--- src/rtl/rf_pkg.sv ---
// Shared sizes and types for the MIPS-style register file.
package rf_pkg;
  localparam int DEFAULT_DATA_WIDTH = 32;
  localparam int DEFAULT_ADDR_WIDTH = 5;
  localparam int NUM_REGS = 32;
  localparam logic [4:0] ZERO_REG = 5'd0;

  typedef logic [4:0]  reg_addr_t;
  typedef logic [31:0] word_t;
endpackage

--- src/rtl/rf_read_port.sv ---
// Combinational read selector: array lookup, hard-wired zero register and,
// when RF_BYPASS_EN is defined, write-through forwarding of the pending write.
module rf_read_port
  import rf_pkg::*;
#(
  parameter int DATA_WIDTH = DEFAULT_DATA_WIDTH,
  parameter int ADDR_WIDTH = DEFAULT_ADDR_WIDTH
) (
  input  logic [ADDR_WIDTH-1:0]                       addr,
  input  logic [(2**ADDR_WIDTH)-1:1][DATA_WIDTH-1:0]  regs,
`ifdef RF_BYPASS_EN
  input  logic                                        wrValid,
  input  logic [ADDR_WIDTH-1:0]                       wrAddr,
  input  logic [DATA_WIDTH-1:0]                       wrData,
`endif
  output logic [DATA_WIDTH-1:0]                       data
);

  always_comb begin
    data = '0;
    if (addr != '0) begin
      data = regs[addr];
    end
`ifdef RF_BYPASS_EN
    // wrValid already excludes reset and register 0
    if (wrValid && (addr == wrAddr)) begin
      data = wrData;
    end
`endif
  end

endmodule

--- src/rtl/register_file.sv ---
// 32x32 register file, two combinational read ports, one write port committing
// on the falling edge of Clk. Optional write-through bypass: RF_BYPASS_EN.
module register_file
  import rf_pkg::*;
#(
  parameter int DATA_WIDTH = DEFAULT_DATA_WIDTH,
  parameter int ADDR_WIDTH = DEFAULT_ADDR_WIDTH
) (
  input  logic                  Clk,
  input  logic                  Reset,
  input  logic                  RegWre,
  input  logic [ADDR_WIDTH-1:0] rs,
  input  logic [ADDR_WIDTH-1:0] rt,
  input  logic [ADDR_WIDTH-1:0] WriteReg,
  input  logic [DATA_WIDTH-1:0] WriteData,
  output logic [DATA_WIDTH-1:0] ReadData1,
  output logic [DATA_WIDTH-1:0] ReadData2
);

  localparam int REG_COUNT = 2**ADDR_WIDTH;

  // Register 0 has no storage; the read ports return 0 for it.
  logic [REG_COUNT-1:1][DATA_WIDTH-1:0] regFile;
  logic                                 writeValid;

  assign writeValid = RegWre && (WriteReg != '0);

  // Falling-edge commit lets ID read the WB value in the second half-cycle.
  always_ff @(negedge Clk) begin
    if (Reset) begin
      regFile <= '0;
    end else if (writeValid) begin
      regFile[WriteReg] <= WriteData;
    end
  end

`ifdef RF_BYPASS_EN
  logic bypassValid;
  assign bypassValid = writeValid && !Reset;
`endif

  rf_read_port #(
    .DATA_WIDTH(DATA_WIDTH),
    .ADDR_WIDTH(ADDR_WIDTH)
  ) readPort1 (
    .addr   (rs),
    .regs   (regFile),
`ifdef RF_BYPASS_EN
    .wrValid(bypassValid),
    .wrAddr (WriteReg),
    .wrData (WriteData),
`endif
    .data   (ReadData1)
  );

  rf_read_port #(
    .DATA_WIDTH(DATA_WIDTH),
    .ADDR_WIDTH(ADDR_WIDTH)
  ) readPort2 (
    .addr   (rt),
    .regs   (regFile),
`ifdef RF_BYPASS_EN
    .wrValid(bypassValid),
    .wrAddr (WriteReg),
    .wrData (WriteData),
`endif
    .data   (ReadData2)
  );

endmodule

--- config.mk ---
export PLATFORM = sky130hd
export DESIGN_NAME = register_file
export DESIGN_NICKNAME = d
export VERILOG_FILES = /design/src/rtl/rf_pkg.sv /design/src/rtl/rf_read_port.sv /design/src/rtl/register_file.sv
export SDC_FILE = /design/constraint.sdc
export NUM_CORES = 2
export LEC_CHECK = 0
export ABC_CLOCK_PERIOD_IN_PS = 2100
export BUFFER_PORTS_ARGS = -buffer_cell sky130_fd_sc_hd__buf_2
export CAP_MARGIN = 15
export CORE_MARGIN = 2
export CORE_UTILIZATION = 55
export CTS_CLUSTER_DIAMETER = 120
export DETAILED_ROUTE_END_ITERATION = 12
export GPL_ROUTABILITY_DRIVEN = 0
export PLACE_DENSITY = 0.73
export SETUP_SLACK_MARGIN = 0.05
export SKIP_CTS_REPAIR_TIMING = 1
export SLEW_MARGIN = 0
export SYNTH_ARGS = -nofsm -noshare
export SYNTH_HDL_FRONTEND = slang
export SYNTH_HIERARCHICAL = 1
export SYNTH_SLANG_ARGS = --single-unit
--- constraint.sdc ---
create_clock -name Clk -period 2.1 [get_ports Clk]
set_input_delay 0.315 -clock Clk [delete_from_list [all_inputs] [get_ports Clk]]
set_output_delay 0.315 -clock Clk [all_outputs]
set_load 0.005 [all_outputs]
# Word-level counts from Yosys, hierarchy flattened
# Index checks and enable logic that the tools add are counted.
[totals]
reg_bits = 992
inputBits = 50
output_inout_bits = 64
word_cells = 49
[classes]
magnitude_cmp = 4
mux = 9
reduce_logical = 5
[ops]
columns = ["op", "count"]
rows = [
  ["$bwmux W992", 1],
  ["$bmux W32 S5", 2],
  ["$demux W32 S5", 1],
  ["$mux W32", 5],
  ["$lt A5 B6 Y1 const B", 3],
  ["$reduce_bool A5 Y1", 3],
  ["$ge A5 B1 Y1 const B", 1],
  ["$logic_and A1 B1 Y1", 2],
]

# Longest topological paths before layout
[logic_depth]
word_depth = 5
mapped_depth = 9
mapped_depth_nobuf = 4

# Hierarchy
# The synthesis kept the hierarchy.
[by_module_without_submodules]
columns = ["mod", "n_inst", "cells_each", "area_each_um2", "seq_area_each_um2"]
rows = [
  ["register_file", 1, 3367, 37965.2, 19859.0],
  ["rf_read_port", 2, 931, 8415.6, 0.0],
]

==> impl_metrics.csv <==
group,metric,value,unit
timing,tns,-90.79,ns
final_layout,final_common_cell,"mux2i_1",
pwr,peakVddDrop,727,uV
floorplan,initial_core_util,0.556,
timing,skew,0,ns
route,wl_per_cell,24.8,um
route,vias,50016,
critical_path,endpoint_kind,"output port",
timing,worst_slew_pin_slew,0.755,ns
synthesis,synthDistinctLibCells,35,
synthesis,netlist.top_cell.by_area,"dfxtp_1",
critical_path,startpoint,"regFile[426]$_SDFFE_NP0P_",
global_route,grtUsageTotal,0.376,
floorplan,io_pins,114,
global_route,grt_antenna_before_repair,12,
placed_design,placedCellCount,6934,
final_layout,post_layout_nonfiller_instances,8111,
final_layout,final_cell_mix,"mux2i_1 (1622), inv_1 (1022), nand2b_1 (988), dfxtp_1 (869), buf_4 (577)",
critical_path,worstPathArrival,3.34,ns
timing,maxSlewViolCount,0,
cts,cts_num_sinks,992,
final_layout,areaGrowthSynthToFinish,34.7,%
global_route,grt_overflow_total,0,
timing,slew-limit-headroom,0.493,
global_route,grt_pass1_vias,52001,
pwr,power_density,735,nW/um^2
global_route,grt_use_met3,0.109,
critical_path,cp-start-kind,"register",
final_layout,nets,6781,
job,cap_violations,0,
synthesis,ys_top_cells_by_area,"dfxtp_1 (36%), mux2i_1 (30%), nand2b_1 (12%)",
pwr,fin_total_pwr,54.3,mW
final_layout,layout-drive-gt1-share,0.259,
route,drc,0,
global_route,grt_max_degree,69,
placed_design,dpl_cell_area,65000,um^2
synthesis,avgSynthCellArea,10.5,um^2
synthesis,synth_top_area_share,0.362,
cts,insertion_delay,0.72,ns
run_status,status,"complete, but fails checks",
global_route,met1_usage,0.450,
floorplan,placeableCoreArea,98600,um^2
worst_hold_path,min-delay-start,"regFile[433]$_SDFFE_NP0P_",
placed_design,port_buffers,113,
synthesis,syn-num-nets,5279,
final_layout,largest_reg_flops,992,
route,drtAntennaViolNets,0,
global_route,grt_pass1_wl,296,mm
cts,clockBufferDepth,3,
cts,cts_tree,"built",
placed_design,hpwl,130,mm
final_layout,fin_area,73800,um^2
timing,layout_setup_ws,-1.56,ns
pwr,p_leak,38.6,nW
floorplan,dieArea,102000,um^2
route,avgViaCountPerCell,6.17,
timing,finalSetupViolations,64,
cts,path_clk_slew,0.04,ns
critical_path,cp.required,1.78,ns
synthesis,netlist_instances,5229,
route,first_pass_iters,6,
route,first_iter_violations,5045,
final_layout,biggestRegsByFlops,"regFile (992)",
critical_path,critPathKind,"register to output port",
floorplan,die_h,320,um
cts,numCtsBuffers,112,
critical_path,worstReg2RegStart,"regFile[504]$_SDFFE_NP0P_",
synthesis,yosysWarnings,6,
floorplan,row_count,115,
timing,finalHoldViolCount,0,
global_route,grt_use_met2,0.591,
critical_path,worst-path-max-fanout,2,
cts,cts.htree.levels,3,
synthesis,ys_ff_latch,992,
route,drt-total-wl,201,mm
floorplan,dieWidth,320,um
worst_hold_path,holdCritPathClass,"register to register",
timing,rsz0062_at_grt,"true",
final_layout,top_register,"regFile",
cts,cts_root_buffer,"clkbuf_16",
synthesis,ys_seq_area_frac,0.362,
synthesis,synth_area,54800,um^2
global_route,grt-busiest-layer,"met2",
final_layout,fillCellCount,6396,
run_status,violations,"setup timing",
==> synthesized netlist by cell type (all sizes together) <==
library cell  number
dfxtp            992
buf              280
and4bb             3
mux4             132
nor4b              1
nand2b          1032
nand2             37
and2               5
inv                1
nor2               5
o21ai              2
a21oi             62
and4b              3
clkbuf           275
a221oi             2
nor2b             70
mux2              66
a211oi            66
nor4              64
o22ai            250
nor3             124
or2                6
and4               1
a221o             64
a22oi             62
mux2i           1624
==> metal layers <==
metal / routed length [um] / share of wire
met5: 36 / 0.00018
met4: 11800 / 0.059
met3: 18800 / 0.093
met2: 93000 / 0.46
met1: 77700 / 0.39
==> stage by stage <==
stage               hold WS [ns]   util  worst slack [ns]
floorplan                  0.455      -            -0.393
global placement           0.467  0.659             -1.14
detailed placement         0.475  0.659             -1.14
CTS                        0.481  0.737             -1.90
global route               0.493  0.749             -1.62
finish                     0.479  0.749             -1.56
==> critical path, stage by stage (launching register included) <==
cell	delay [ns]
dfxtp_2	0.32
buf_6	0.11
mux4_2	0.46
nor2b_4	0.15
a211oi_4	0.25
nor4_4	0.09
buf_4	0.19
==> logic make-up (layout without fill, tap and decap cells) <==
kind of cell | Yosys count | count (layout) | share of synthesized area
flops | 992 | 992 | 0.362
compound gates | 508 | 508 | 0.0645
buf+inv | 556 | 2147 | 0.0525
other cells | 0 | 4 | 0
mux | 1822 | 1822 | 0.364
simple gates | 1351 | 1351 | 0.156
==> power breakdown <==
group          internal, mW  switching, mW  total (mW)
Combinational          2.58           3.19        5.77
Clock                  15.4           13.9        29.3
Sequential             19.1          0.110        19.2
Total                  37.0           17.2        54.3
==> final cells by class <==
| class | instances | area, um^2 | share of cell area |
|---|---|---|---|
| Antenna cell | 4 | 10.0 | 0.000136 |
| Clock buffer | 113 | 2830 | 0.0383 |
| Clock inverter | 1082 | 4830 | 0.0654 |
| Multi-Input combinational cell | 3681 | 34300 | 0.464 |
| Sequential cell | 992 | 20000 | 0.271 |
| Tap cell | 1287 | 1610 | 0.0218 |
| Timing Repair Buffer | 952 | 10200 | 0.139 |
==> path summary, 6_finish.rpt <==
kind	end	slack, ns	cells past startpoint
hold reg to reg	regFile[433]$_SDFFE_NP0P_	0.48	2
setup reg to reg	regFile[504]$_SDFFE_NP0P_	1.24	3
hold / removal	regFile[433]$_SDFFE_NP0P_	0.48	2
setup / recovery	ReadData1[10]	-1.56	6
Note: power is estimated with default switching activity, not from simulation.
